`src/rtl/alu_op_decoder.sv`:
```
// ALU operand/function decoder feeding a 2-entry output FIFO with valid/ready on both sides.
// Optional statistics counters are compiled in with ALU_DEC_STATS_EN.
module alu_op_decoder (
    input  logic        clk,
    input  logic        reset_n,
    input  logic        in_valid,
    output logic        in_ready,
    input  logic [5:0]  opcode,
    input  logic [5:0]  funct,
    input  logic [31:0] rs_data,
    input  logic [31:0] rt_data,
    input  logic [15:0] imm,
    output logic        out_valid,
    input  logic        out_ready,
    output logic [31:0] a,
    output logic [31:0] b,
    output logic [2:0]  func,
    output logic        is_branch,
    output logic        illegal
`ifdef ALU_DEC_STATS_EN
    ,
    output logic [15:0] issued_count,
    output logic [15:0] illegal_count
`endif
);

    typedef struct packed {
        logic [31:0] a;
        logic [31:0] b;
        logic [2:0]  func;
        logic        is_branch;
        logic        illegal;
    } entry_t;

    entry_t     dec;
    entry_t     mem_q [2];
    entry_t     head;
    logic       wr_ptr_q;
    logic       rd_ptr_q;
    logic [1:0] count_q;
    logic [1:0] count_d;
    logic       in_ready_q;
    logic       push;
    logic       pop;

    logic [31:0] imm_sext;
    logic [31:0] imm_zext;

    assign imm_sext = {{16{imm[15]}}, imm};
    assign imm_zext = {16'h0000, imm};

    // Unrecognised encodings fall through to the illegal entry with zeroed operands.
    always_comb begin
        dec           = '0;
        dec.func      = 3'd6;
        dec.illegal   = 1'b1;
        unique case (opcode)
            6'h00: begin
                dec.a       = rs_data;
                dec.b       = rt_data;
                dec.illegal = 1'b0;
                unique case (funct)
                    6'h20:   dec.func = 3'd0;
                    6'h22:   dec.func = 3'd1;
                    6'h24:   dec.func = 3'd2;
                    6'h25:   dec.func = 3'd3;
                    6'h27:   dec.func = 3'd4;
                    6'h2A:   dec.func = 3'd5;
                    default: begin
                        dec.a       = '0;
                        dec.b       = '0;
                        dec.func    = 3'd6;
                        dec.illegal = 1'b1;
                    end
                endcase
            end
            6'h08: dec = '{a: rs_data, b: imm_sext, func: 3'd0, is_branch: 1'b0, illegal: 1'b0};
            6'h0A: dec = '{a: rs_data, b: imm_sext, func: 3'd5, is_branch: 1'b0, illegal: 1'b0};
            6'h0C: dec = '{a: rs_data, b: imm_zext, func: 3'd2, is_branch: 1'b0, illegal: 1'b0};
            6'h0D: dec = '{a: rs_data, b: imm_zext, func: 3'd3, is_branch: 1'b0, illegal: 1'b0};
            6'h04: dec = '{a: rs_data, b: rt_data, func: 3'd1, is_branch: 1'b1, illegal: 1'b0};
            default: ;
        endcase
    end

    assign push = in_valid && in_ready_q;
    assign pop  = (count_q != 2'd0) && out_ready;

    always_comb begin
        count_d = count_q;
        if (push && !pop)
            count_d = count_q + 2'd1;
        else if (pop && !push)
            count_d = count_q - 2'd1;
    end

    // in_ready is held low through reset and follows the next-state occupancy afterwards,
    // so it never depends combinationally on out_ready.
    always_ff @(posedge clk) begin
        if (!reset_n) begin
            mem_q[0]   <= '0;
            mem_q[1]   <= '0;
            wr_ptr_q   <= 1'b0;
            rd_ptr_q   <= 1'b0;
            count_q    <= 2'd0;
            in_ready_q <= 1'b0;
        end else begin
            if (push)
                mem_q[wr_ptr_q] <= dec;
            wr_ptr_q   <= wr_ptr_q ^ push;
            rd_ptr_q   <= rd_ptr_q ^ pop;
            count_q    <= count_d;
            in_ready_q <= (count_d < 2'd2);
        end
    end

    assign head      = mem_q[rd_ptr_q];
    assign in_ready  = in_ready_q;
    assign out_valid = (count_q != 2'd0);
    assign a         = head.a;
    assign b         = head.b;
    assign func      = head.func;
    assign is_branch = head.is_branch;
    assign illegal   = head.illegal;

`ifdef ALU_DEC_STATS_EN
    logic [15:0] issued_q;
    logic [15:0] illegal_q;

    always_ff @(posedge clk) begin
        if (!reset_n) begin
            issued_q  <= 16'h0000;
            illegal_q <= 16'h0000;
        end else if (pop) begin
            if (issued_q != 16'hFFFF)
                issued_q <= issued_q + 16'h0001;
            if (head.illegal && (illegal_q != 16'hFFFF))
                illegal_q <= illegal_q + 16'h0001;
        end
    end

    assign issued_count  = issued_q;
    assign illegal_count = illegal_q;
`endif

endmodule

```
`config.mk`:
```
export PLATFORM = sky130hd
export DESIGN_NAME = alu_op_decoder
export DESIGN_NICKNAME = d
export VERILOG_FILES = /design/src/rtl/alu_op_decoder.sv
export SDC_FILE = /design/constraint.sdc
export NUM_CORES = 1
export LEC_CHECK = 0
export ABC_AREA = 1
export ABC_CLOCK_PERIOD_IN_PS = 6800
export CORE_MARGIN = 3
export CORE_UTILIZATION = 55
export CTS_CLUSTER_DIAMETER = 50
export DETAILED_ROUTE_END_ITERATION = 6
export PLACE_DENSITY_LB_ADDON = 0.12
export SYNTH_ARGS = -nofsm -noshare
export SYNTH_HDL_FRONTEND = slang
export SYNTH_SLANG_ARGS = --single-unit
```
`constraint.sdc`:
```
create_clock -name clk -period 6.8 [get_ports clk]
set_input_delay 1.36 -clock clk [delete_from_list [all_inputs] [get_ports clk]]
set_output_delay 1.36 -clock clk [all_outputs]
set_load 0.03 [all_outputs]
```
---- Word level (Yosys, flattened, before mapping) ----
Memory sizes are Yosys's and may differ from the RTL's. A register that Yosys moved wholly into a read port is not among the register bits.
Index checks and enable logic that the tools add are counted.
storage, ports and cells
  logic and storage cells ................. 48
  flip-flop bits (word level) ............. 5
  memories ................................ 1
  RAM bits ................................ 138
  input bits .............................. 96
memories
  memory  depth  bits a word  read ports  clocked after memory_dff  write ports  RTL line  text
  mem_q   2      69           1           1                         2            36        entry_t mem_q [2];
cells by class
  muxes and demuxes ....................... 16
  bitwise logic cells ..................... 2
  equality and inequality tests ........... 11
  add/sub/neg operators ................... 2
  $lt $le $gt $ge ......................... 1
  reduce and logical (&&, ||, !) cells .... 11
operators with widths
  operator                                                                count
  67-bit case mux with 6 select lines                                     1
  69-bit two-way mux                                                      1
  69-bit OR reduction                                                     1
  64-bit two-way mux                                                      1
  6-bit equality test (second input constant)                             6
  6-bit by 4-bit equality test with 1-bit output (second input constant)  4
  3-bit case mux with 6 select lines                                      1
  1-bit two-way mux                                                       9
  6-bit by 3-bit equality test with 1-bit output (second input constant)  1
  6-bit zero test                                                         1
  6-bit OR reduction                                                      1
  5-bit OR reduction                                                      1
  1-bit logical AND                                                       4
  2-bit two-way mux                                                       2
  2-bit by 1-bit adder with 2-bit output (second input constant)          1
  1-bit zero test                                                         2
  2-bit < comparator (second input constant)                              1
  1-bit case mux with 2 select lines                                      1
  2-bit nonzero test                                                      1
  2-bit by 1-bit subtractor with 2-bit output (second input constant)     1
  1-bit XOR                                                               2

---- Longest topological paths before layout ----
Gate-level depths: netlist of run 1.
  word-level depth ........................ 6
  gate-level depth with buffers ........... 10

---- Worst setup path before layout of run 1 ----
OpenSTA, ideal clock, no wires.
  path kind ............................... input port to flip-flop
  start ................................... input in_valid
  end ..................................... memory mem_q[1][0] (netlist name) (enable)
  cell stages on the path ................. 5
  setup time .............................. 0.429 ns
  required time ........................... 6.371 ns
  arrival time ............................ 3.626 ns
  path slack .............................. 2.745 ns
  cell sequence ........................... nand2_1 > nor2_1 > inv_2 > clkbuf_1 > nand2_1
RTL lines
  what             RTL line  text
  start, declared  6         input logic in_valid,
  end, declared    36

==> results of run 1 <==
-- critical path: cells and delay by family --
family,cells,cell delay (ps)
buffers and inverters,2,770
AND/OR/NAND/NOR,6,2070
-- how the worst min path moves through the flow --
| stage | from | endpoint | slack, ps |
|---|---|---|---|
| 3_5_place_dp | rd_ptr_q | rd_ptr_q | 480 |
| 2_1_floorplan | rd_ptr_q | register | 450 |
| 5_1_grt | count_q[0] | count_q[0] | 530 |
| 4_1_cts | rd_ptr_q | rd_ptr_q | 490 |
| 6_report | rd_ptr_q | rd_ptr_q | 490 |
| 3_3_place_gp | rd_ptr_q | register | 450 |
-- flip-flops by register name, indices dropped and copies added, names as in the netlist, named ones only --
name      cells
mem_q       138
in_ready      1
rd_ptr_q      1
count_q       2
wr_ptr_q      1
-- cells in the final DEF (no fill, tap or decap), types with 2 or more instances in the layout --
cell / netlist / final
clkdlybuf4s50_1: 0 / 166
nand3_1: 149 / 149
edfxtp_1: 138 / 138
nand2_1: 119 / 117
inv_1: 99 / 99
nor2_1: 93 / 92
mux2_2: 69 / 69
a21oi_1: 22 / 22
clkbuf_16: 0 / 17
o21ai_0: 13 / 13
o21ai_1: 7 / 7
nor2_2: 4 / 5
dfxtp_1: 6 / 5
inv_2: 4 / 4
nor2_4: 4 / 4
clkinv_1: 0 / 4
buf_4: 11 / 4
nand2_4: 1 / 3
nand2_2: 3 / 3
ha_1: 3 / 3
clkbuf_1: 11 / 3
clkinv_2: 0 / 3
nand4_1: 2 / 2
nand3_2: 2 / 2
a31oi_1: 2 / 2
clkinv_4: 0 / 2
bufinv_16: 0 / 2
-- layout make-up --
cell class | count | area, sq um
timing repair buffer | 170 | 1692
tap | 176 | 220.2
inverter | 104 | 392.9
clock buffer | 20 | 436.7
fill | 965 | 3541
clock inverter | 12 | 116.4
sequential | 144 | 4268
multi-input combinational | 498 | 2786
-- power by group through the flow --
stage	registers [W]	logic, W	clock network, W
global route	0.00107	0.000494	0.000927
floorplan	0.00106	0.000284	0
CTS	0.00106	0.000470	0.000888
finish	0.00106	0.000469	0.000884
global placement	0.00108	0.000462	0
detailed placement	0.00108	0.000466	0
-- through the flow --
stage          setup slack [ps]  cell area [sq um]  hold WS, ps  power, W  utilization [%]
2_1_floorplan              2745               7675        447.4  0.001340                -
3_3_place_gp               2437               9359        452.6  0.001538            69.57
3_5_place_dp               2330               9359        476.0  0.001547            69.57
4_1_cts                    2776               9912        487.1  0.002421            73.68
5_1_grt                    2534               9912        528.1  0.002489            73.68
6_report                   2721               9912        494.9  0.002414            73.68
-- layer usage --
layer	part of all wire, %	track usage, %	vias to the layer above	routed length, um
li1	-	-	2957	-
met2	50	40.98	354	9486
met5	0	0	-	0
met1	39	31.49	2971	7326
met4	2.7	11.57	0	504
met3	8.8	4.405	57	1668
-- kinds of logic (layout without fill, tap and decap cells) --
| logic type | count (synthesis) | in the layout | synth area share, % |
|---|---|---|---|
| simple gates | 381 | 381 | 22.48 |
| fa+ha+maj | 3 | 3 | 0.4891 |
| flops | 144 | 144 | 55.56 |
| buf+inv | 150 | 306 | 8.363 |
| mux | 69 | 69 | 10.12 |
| compound gates | 45 | 45 | 2.983 |
==> results.py, run 1 <==
metrics = {
    "yosys": {
        "yosys.area.top_type_share_pct": 53.99,
        "ys_warn_count": 0,
        "ys.flop_type": "edfxtp_1",
        "synth_commonest_cells": "nand3_1, edfxtp_1, nand2_1, inv_1, nor2_1",
        "avgSynthCellArea_sq_um": 9.690,
        "ys_async_sr_fraction_pct": 0,
        "syn_nets": 891,
        "synth_cell_types": 30,
        "yosysMostFrequentCell": "nand3_1",
        "synth_largest_area_cell": "edfxtp_1",
        "synth_area_sq_um": 7675,
        "synth_area_leaders": "edfxtp_1, mux2_2, nand3_1, nand2_1, inv_1",
        "synth-seq-cells": 144,
        "yosysSeqAreaShare_pct": 55.56,
        "synth-edff-count": 138,
        "synthCells": 792,
    },
    "grt": {
        "antenna_found_initial": 0,
        "grt_first_pass_wirelength_um": 29370,
        "grt_usage_pct": 24.68,
        "grt_pass1_vias": 6267,
        "grt-ovfl-total": 0,
        "grt_max_degree": 70,
    },
    "sta": {
        "rsz0062_at_grt": "false",
        "drv_slew": 0,
        "tns_ps": 0,
        "setup_viol": 0,
        "skew_ps": 6.937,
        "min_period_ps": 4079,
        "hold_viol_final": 0,
        "maxSlewHeadroom_pct": 14.97,
        "tightest_slew_ps": 1272,
        "period_share_pct": 59.98,
        "fmax_mhz": 245.2,
    },
    "floorplanning": {
        "row_count": 42,
        "die_x_um": 124.1,
        "io_pins": 167,
        "start_util_pct": 57.05,
        "die_h_um": 124.1,
        "dieArea_sq_um": 15410,
        "core_area_sq_um": 13450,
    },
    "detailed_routing": {
        "dr.pass1.iters": 6,
        "drt_iter0_drc": 841,
        "ant_nets": 0,
        "dr_total_vias": 6339,
        "viasPerCell": 5.640,
        "routed_wl_um": 18990,
        "drcViolationCount": 0,
        "wl_per_cell_um": 16.89,
    },
    "place": {
        "place_inst": 1092,
        "dpl.hpwl_um": 11640,
        "gp_congestion": 0.7927,
        "portBuffers": 166,
    },
    "power": {
        "power_frac_comb_pct": 19.4,
        "clkPwrFrac_pct": 36.6,
        "power.internal_w": 0.001770,
        "power_density_nw_per_um2": 243.6,
        "cellLeakagePower_nw": 4.223,
        "ir_drop_mv": 0.1651,
        "swShare_pct": 26.70,
        "netSwitchingPower_w": 0.0006447,
        "seq_power_share_pct": 44.0,
    },
    "critical_path": {
        "crit_arrival_ps": 4220,
        "r2r_start": "in_ready",
        "r2r-end": "mem_q[1][4]",
        "crit_path_end_kind": "register",
        "crit_slowest_cell": "nor2_4",
        "worstSetupStartpointType": "input pin",
        "rr_worst_depth": 5,
        "critical_path.startpoint": "opcode[5]",
        "path_cells": "clkdlybuf4s50_1, nor2_2, buf_4, nand2_4, nor2_4, nand4_4, nand3_1, nor2_1",
        "r2r_setup_slack_ps": 4090,
        "required_ps": 6950,
        "crit_type": "input pin to register",
        "critPathCapture": "mem_q[0][53]",
        "path_max_fanout": 38,
        "max_stage_delay_ps": 730,
    },
    "clocking": {
        "post_cts_resized": 0,
        "tritoncts": "done",
        "cts_post_setup_buffers_inserted": 0,
        "cts-root-buf": "clkbuf_16",
        "cts_htree_levels": 4,
        "cts_hold_buf": 0,
        "cts_sinks": 144,
        "cts_buffer_depth": 2,
        "cts.clk_slew.worst_paths_ps": 60,
        "numCtsBuffers": 17,
        "clock_latency_ps": 420,
    },
    "final_layout": {
        "drive_gt1_share_pct": 12.97,
        "final_cells": 1124,
        "num_antenna_cells": 0,
        "syn2layout_area_growth_pct": 29.15,
        "layout.nets": 1034,
    },
    "worst_hold_path": {
        "hold_class": "register to register",
        "holdPathStages": 2,
    },
    "job": {
        "max_cap_violations": 0,
    },
    "status": {
        "status": "completed",
    },
}
Power figures use the tool's default switching activity.
==> run 2: changes to the inputs <==
--- a/config.mk
+++ b/config.mk
@@ -6,9 +6,9 @@
 export NUM_CORES = 1
 export LEC_CHECK = 0
 export ABC_AREA = 1
-export ABC_CLOCK_PERIOD_IN_PS = 6800
+export ABC_CLOCK_PERIOD_IN_PS = 3760
 export CORE_MARGIN = 3
-export CORE_UTILIZATION = 55
+export CORE_UTILIZATION = 51
 export CTS_CLUSTER_DIAMETER = 50
 export DETAILED_ROUTE_END_ITERATION = 6
 export PLACE_DENSITY_LB_ADDON = 0.12
==> constraint.sdc (replaced) <==
create_clock -name clk -period 3.76 [get_ports clk]
set_input_delay 0.752 -clock clk [delete_from_list [all_inputs] [get_ports clk]]
set_output_delay 0.752 -clock clk [all_outputs]
set_load 0.03 [all_outputs]
==> run 2 against run 1 <==
Compared with the run above: routed wire length is 1.6% higher; die area increased by 7.5%; via count is essentially flat; global-route usage fell by 1.3 points; combinational power is 89% higher; flip-flop and latch count unchanged; clock skew down 1.7 ps; sequential share of layout area shrank 0.98 points; first-iteration DRC count shrank 28%; count of clock-buffer cells in the layout shrank 3; sequential power is 78% higher; total power rose by 93%.
==> results.py, run 2 (synthesis results as in run 1) <==
metrics = {
    "worst_hold_path": {
        "hold_start": "rd_ptr_q",
        "holdPathStages": 2,
        "hold_class": "register to register",
    },
    "floorplanning": {
        "row_count": 44,
        "die_h_um": 128.7,
        "io_pins": 167,
        "core_area_sq_um": 14640,
        "start_util_pct": 52.41,
        "die_x_um": 128.7,
        "dieArea_sq_um": 16560,
    },
    "sta": {
        "rsz0062_at_grt": "false",
        "fmax_mhz": 314.3,
        "min_period_ps": 3181,
        "tns_ps": 0,
        "period_share_pct": 84.61,
        "maxSlewHeadroom_pct": 50.19,
        "drv_slew": 0,
        "hold_viol_final": 0,
        "skew_ps": 5.219,
        "setup_viol": 0,
        "tightest_slew_ps": 746.3,
    },
    "final_layout": {
        "largest_reg_flops": 138,
        "layout.nets": 1046,
        "multiInputGateArea_sq_um": 2791,
        "layout_common_cells": "clkdlybuf4s50_1, nand3_1, edfxtp_1, nand2_1, inv_1",
        "largestRegisters": "mem_q x138, count_q x2",
        "seq_area_sq_um": 4268,
        "mostFrequentLayoutCell": "clkdlybuf4s50_1",
        "syn2layout_area_growth_pct": 32.15,
        "fillers": 1107,
        "fin_util_pct": 69.26,
        "regMostFlops": "mem_q",
        "drive_gt1_share_pct": 14.69,
        "num_antenna_cells": 0,
    },
    "detailed_routing": {
        "route.met3.wl_um": 1540,
        "routed_wl_um": 19290,
        "ant_nets": 0,
        "drcViolationCount": 0,
        "viasPerCell": 5.544,
        "dr_total_vias": 6342,
        "drt_iter0_drc": 606,
        "wl_per_cell_um": 16.86,
        "highest_layer": "met4",
        "routedLengthMet1_um": 7744,
        "dr.pass1.iters": 6,
        "wl_met2_um": 9556,
    },
    "place": {
        "portBuffers": 166,
        "dpl.hpwl_um": 12340,
        "gp_congestion": 0.8224,
    },
    "clocking": {
        "cts_sinks": 144,
        "cts_htree_levels": 4,
        "cts-root-buf": "clkbuf_16",
        "post_cts_resized": 0,
        "cts.clk_slew.worst_paths_ps": 60,
        "clock_latency_ps": 420,
        "cts_buffer_depth": 2,
        "cts_hold_buf": 0,
        "numCtsBuffers": 17,
        "cts_post_setup_buffers_inserted": 0,
        "tritoncts": "done",
    },
    "critical_path": {
        "crit_type": "register to output port",
        "worstSetupStartpointType": "register",
        "crit_arrival_ps": 2430,
        "r2r-end": "mem_q[0][10]",
        "required_ps": 3010,
        "crit_path_end_kind": "output port",
        "r2r_setup_slack_ps": 1980,
        "rr_worst_depth": 5,
        "r2r_start": "in_ready",
        "path_max_fanout": 28,
    },
    "power": {
        "p_total_w": 0.004667,
        "power_density_nw_per_um2": 460.2,
        "ir_drop_mv": 0.3122,
        "cellLeakagePower_nw": 4.337,
    },
    "grt": {
        "grt_pass1_vias": 6220,
        "grt_usage_pct": 23.43,
        "grt-ovfl-total": 0,
        "grt_max_degree": 45,
        "grt_first_pass_wirelength_um": 30250,
        "antenna_found_initial": 0,
    },
    "status": {
        "status": "completed",
    },
    "job": {
        "max_cap_violations": 0,
    },
}
-- run 2: changes by cell type in the layout (fill, tap and decap cells not counted), sizes merged --
| cell | delta |
|---|---|
| clkinvlp | +2 |
| bufinv | +4 |
| clkbuf | -3 |
| clkinv | -3 |
| buf | +12 |
-- run 2: how the worst max path moves through the flow --
stage,to,from,slack [ps]
3_5_place_dp,mem_q[0][61],opcode[4],470
5_1_grt,a[1],register,470
4_1_cts,a[1],register,530
3_3_place_gp,mem_q[0][43],opcode[5],640
2_1_floorplan,mem_q[1][0],in_valid,310
6_report,a[1],register,580
-- run 2: where the power goes --
| group | internal [W] | total (W) | switching [W] |
|---|---|---|---|
| Clock | 0.00124 | 0.00189 | 0.000652 |
| Sequential | 0.00185 | 0.00189 | 0.0000407 |
| Combinational | 0.000392 | 0.000885 | 0.000493 |
-- run 2: worst max-delay path, stage by stage (launching register included) --
cell and delay, ps:
dfxtp_4 600, buf_4 390, mux2_2 390, clkdlybuf4s50_1 600
-- run 2: final cells by class --
cell class	instances	share of cell area, %
clock buffers	17	4.194
well taps	184	2.270
repair buffers	182	17.69
multi-input cells	498	27.52
clock inverters	15	2.369
flip-flops and latches	144	42.08
inverters	104	3.874
-- run 2: through the flow --
step / worst slack (ps) / hold WS [ps] / area [sq um] / std cells
after floorplan: 312.9 / 447.4 / 7675 / 792
after global placement: 642.8 / 451.6 / 9477 / 1112
after detailed placement: 472.8 / 485.3 / 9477 / 1112
after CTS: 526.5 / 496.4 / 10140 / 1144
after global routing: 472.3 / 523.4 / 10140 / 1144
final: 578.6 / 496.4 / 10140 / 1144
-- run 2: metal layers --
metal | vias up | track usage (%)
met4 | 0 | 8.153
li1 | 2982 | -
met3 | 44 | 5.645
met1 | 3007 | 29.23
met2 | 309 | 39.97
met5 | - | 0
==> run 3: changes to the inputs <==
--- a/config.mk
+++ b/config.mk
@@ -6,7 +6,7 @@
 export NUM_CORES = 1
 export LEC_CHECK = 0
 export ABC_AREA = 1
-export ABC_CLOCK_PERIOD_IN_PS = 3760
+export ABC_CLOCK_PERIOD_IN_PS = 3300
 export CORE_MARGIN = 3
 export CORE_UTILIZATION = 51
 export CTS_CLUSTER_DIAMETER = 50
==> constraint.sdc (replaced) <==
create_clock -name clk -period 3.3 [get_ports clk]
set_input_delay 0.66 -clock clk [delete_from_list [all_inputs] [get_ports clk]]
set_output_delay 0.66 -clock clk [all_outputs]
set_load 0.03 [all_outputs]
==> run 3 against run 2 <==
Compared with the run above: hold slack worse by 17 ps; combinational power up 18%; routed wire length down 0.35%; non-clock buffer count up 1; design area down 0.38%; total power up 9.3%; via count down 0.49%; count of clock-buffer cells in the layout up 1; sequential power up 13%; global-route usage up 0.49 points; critical path type unchanged; critical endpoint is now a[18]; largest power group unchanged.
==> results.py, run 3 (synthesis results as in run 1) <==
metrics = {
    "job": {
        "max_cap_violations": 0,
    },
    "place": {
        "place_inst": 1113,
        "gp_congestion": 0.7931,
        "preCtsSetupSlack_ps": 348.7,
        "dpl.hpwl_um": 12270,
        "portBuffers": 166,
    },
    "final_layout": {
        "drive_gt1_share_pct": 14.67,
        "regMostFlops": "mem_q",
        "final_cells": 1145,
        "syn2layout_area_growth_pct": 31.64,
        "layout_common_cells": "clkdlybuf4s50_1, nand3_1, edfxtp_1, nand2_1, inv_1",
        "fillers": 1125,
        "largestRegisters": "mem_q x138, count_q x2",
        "fin_util_pct": 68.99,
        "num_antenna_cells": 0,
        "largest_reg_flops": 138,
        "layout.nets": 1047,
        "mostFrequentLayoutCell": "clkdlybuf4s50_1",
    },
    "critical_path": {
        "crit_slowest_cell": "clkdlybuf4s50_1",
        "crit_arrival_ps": 2110,
        "worstSetupStartpointType": "register",
        "path_max_fanout": 26,
        "max_stage_delay_ps": 590,
        "required_ps": 2640,
        "crit_path_end_kind": "output port",
        "path_cells": "buf_4, mux2_2, clkdlybuf4s50_1",
        "crit_type": "register to output port",
    },
    "clocking": {
        "tritoncts": "done",
        "numCtsBuffers": 17,
        "cts_buffer_depth": 2,
        "cts_post_setup_buffers_inserted": 0,
        "cts_sinks": 144,
        "cts_htree_levels": 4,
        "clock_latency_ps": 420,
        "post_cts_resized": 0,
        "cts.clk_slew.worst_paths_ps": 60,
        "cts-root-buf": "clkbuf_16",
        "cts_hold_buf": 0,
    },
    "grt": {
        "grt-ovfl-total": 0,
        "grt_first_pass_wirelength_um": 30930,
        "grt_usage_pct": 23.92,
        "antenna_found_initial": 0,
        "grt_max_degree": 44,
        "grt_pass1_vias": 6261,
    },
    "sta": {
        "min_period_ps": 2771,
        "tightest_slew_ps": 772.7,
        "tns_ps": 0,
        "fmax_mhz": 360.9,
        "hold_viol_final": 0,
        "setup_slack_ps": 529.5,
        "setup_viol": 0,
        "period_share_pct": 83.96,
        "maxSlewHeadroom_pct": 48.43,
        "skew_ps": 6.724,
        "rsz0062_at_grt": "false",
        "drv_slew": 0,
    },
    "detailed_routing": {
        "dr_total_vias": 6311,
        "dr.pass1.iters": 5,
        "viasPerCell": 5.512,
        "drt_iter0_drc": 690,
        "ant_nets": 0,
        "drcViolationCount": 0,
        "routed_wl_um": 19230,
        "wl_per_cell_um": 16.79,
    },
    "status": {
        "status": "completed",
    },
    "floorplanning": {
        "row_count": 44,
        "start_util_pct": 52.41,
        "die_h_um": 128.7,
        "io_pins": 167,
        "die_x_um": 128.7,
        "dieArea_sq_um": 16560,
        "core_area_sq_um": 14640,
    },
    "power": {
        "cellLeakagePower_nw": 4.309,
        "power_density_nw_per_um2": 504.8,
        "ir_drop_mv": 0.3496,
    },
    "worst_hold_path": {
        "hold_class": "register to register",
    },
}
run 3: changes by cell type in the layout (fill, tap and decap cells not counted), sizes merged:
cell	change
buf	+1
bufinv	-3
clkbuf	+1
clkinvlp	+2
run 3: path summary, 6_finish.rpt:
path	start	end	slack, ps	cells past startpoint
worst max register to register	in_ready	mem_q[1][50]	1660	5
worst min register to register	rd_ptr_q	register	480	2
worst min-delay path	rd_ptr_q	register	480	2
worst max-delay path	register	a[18]	530	3
run 3: per-layer routing:
layer | up-vias | global-route usage [%] | share of wire (%)
li1 | 2990 | - | -
met1 | 2998 | 29.60 | 39
met2 | 293 | 41.25 | 50
met3 | 30 | 5.479 | 8.8
met4 | 0 | 8.338 | 1.7
met5 | - | 0 | 0
run 3: layout make-up:
type / instances / area, sq um / area share, %
sequential: 144 / 4268 / 42.24
multi-input combinational: 498 / 2791 / 27.63
timing repair buffer: 183 / 1827 / 18.08
clock buffer: 18 / 429.2 / 4.248
inverter: 104 / 392.9 / 3.889
tap: 184 / 230.2 / 2.279
clock inverter: 14 / 165.2 / 1.635
run 3: power by group:
group	internal, W	total, W	switching [W]
registers	0.00211	0.00213	0.0000277
clock network	0.00118	0.00193	0.000746
logic	0.000454	0.00104	0.000582
run 3: stage by stage:
stage | hold WS, ps | cell area [sq um] | total power, W
after floorplan | 447.4 | 7680 | 0.002758
after CTS | 478.0 | 10100 | 0.005134
after global placement | 454.4 | 9509 | 0.003192
after global routing | 512.6 | 10100 | 0.005274
final | 479.0 | 10100 | 0.005101
after detailed placement | 466.4 | 9509 | 0.003211
run 3: critical path, delay by kind of cell, from the launching register on:
family	cells	cell delay (ps)
buffers and inverters	2	930
muxes	1	400
DFF	1	350
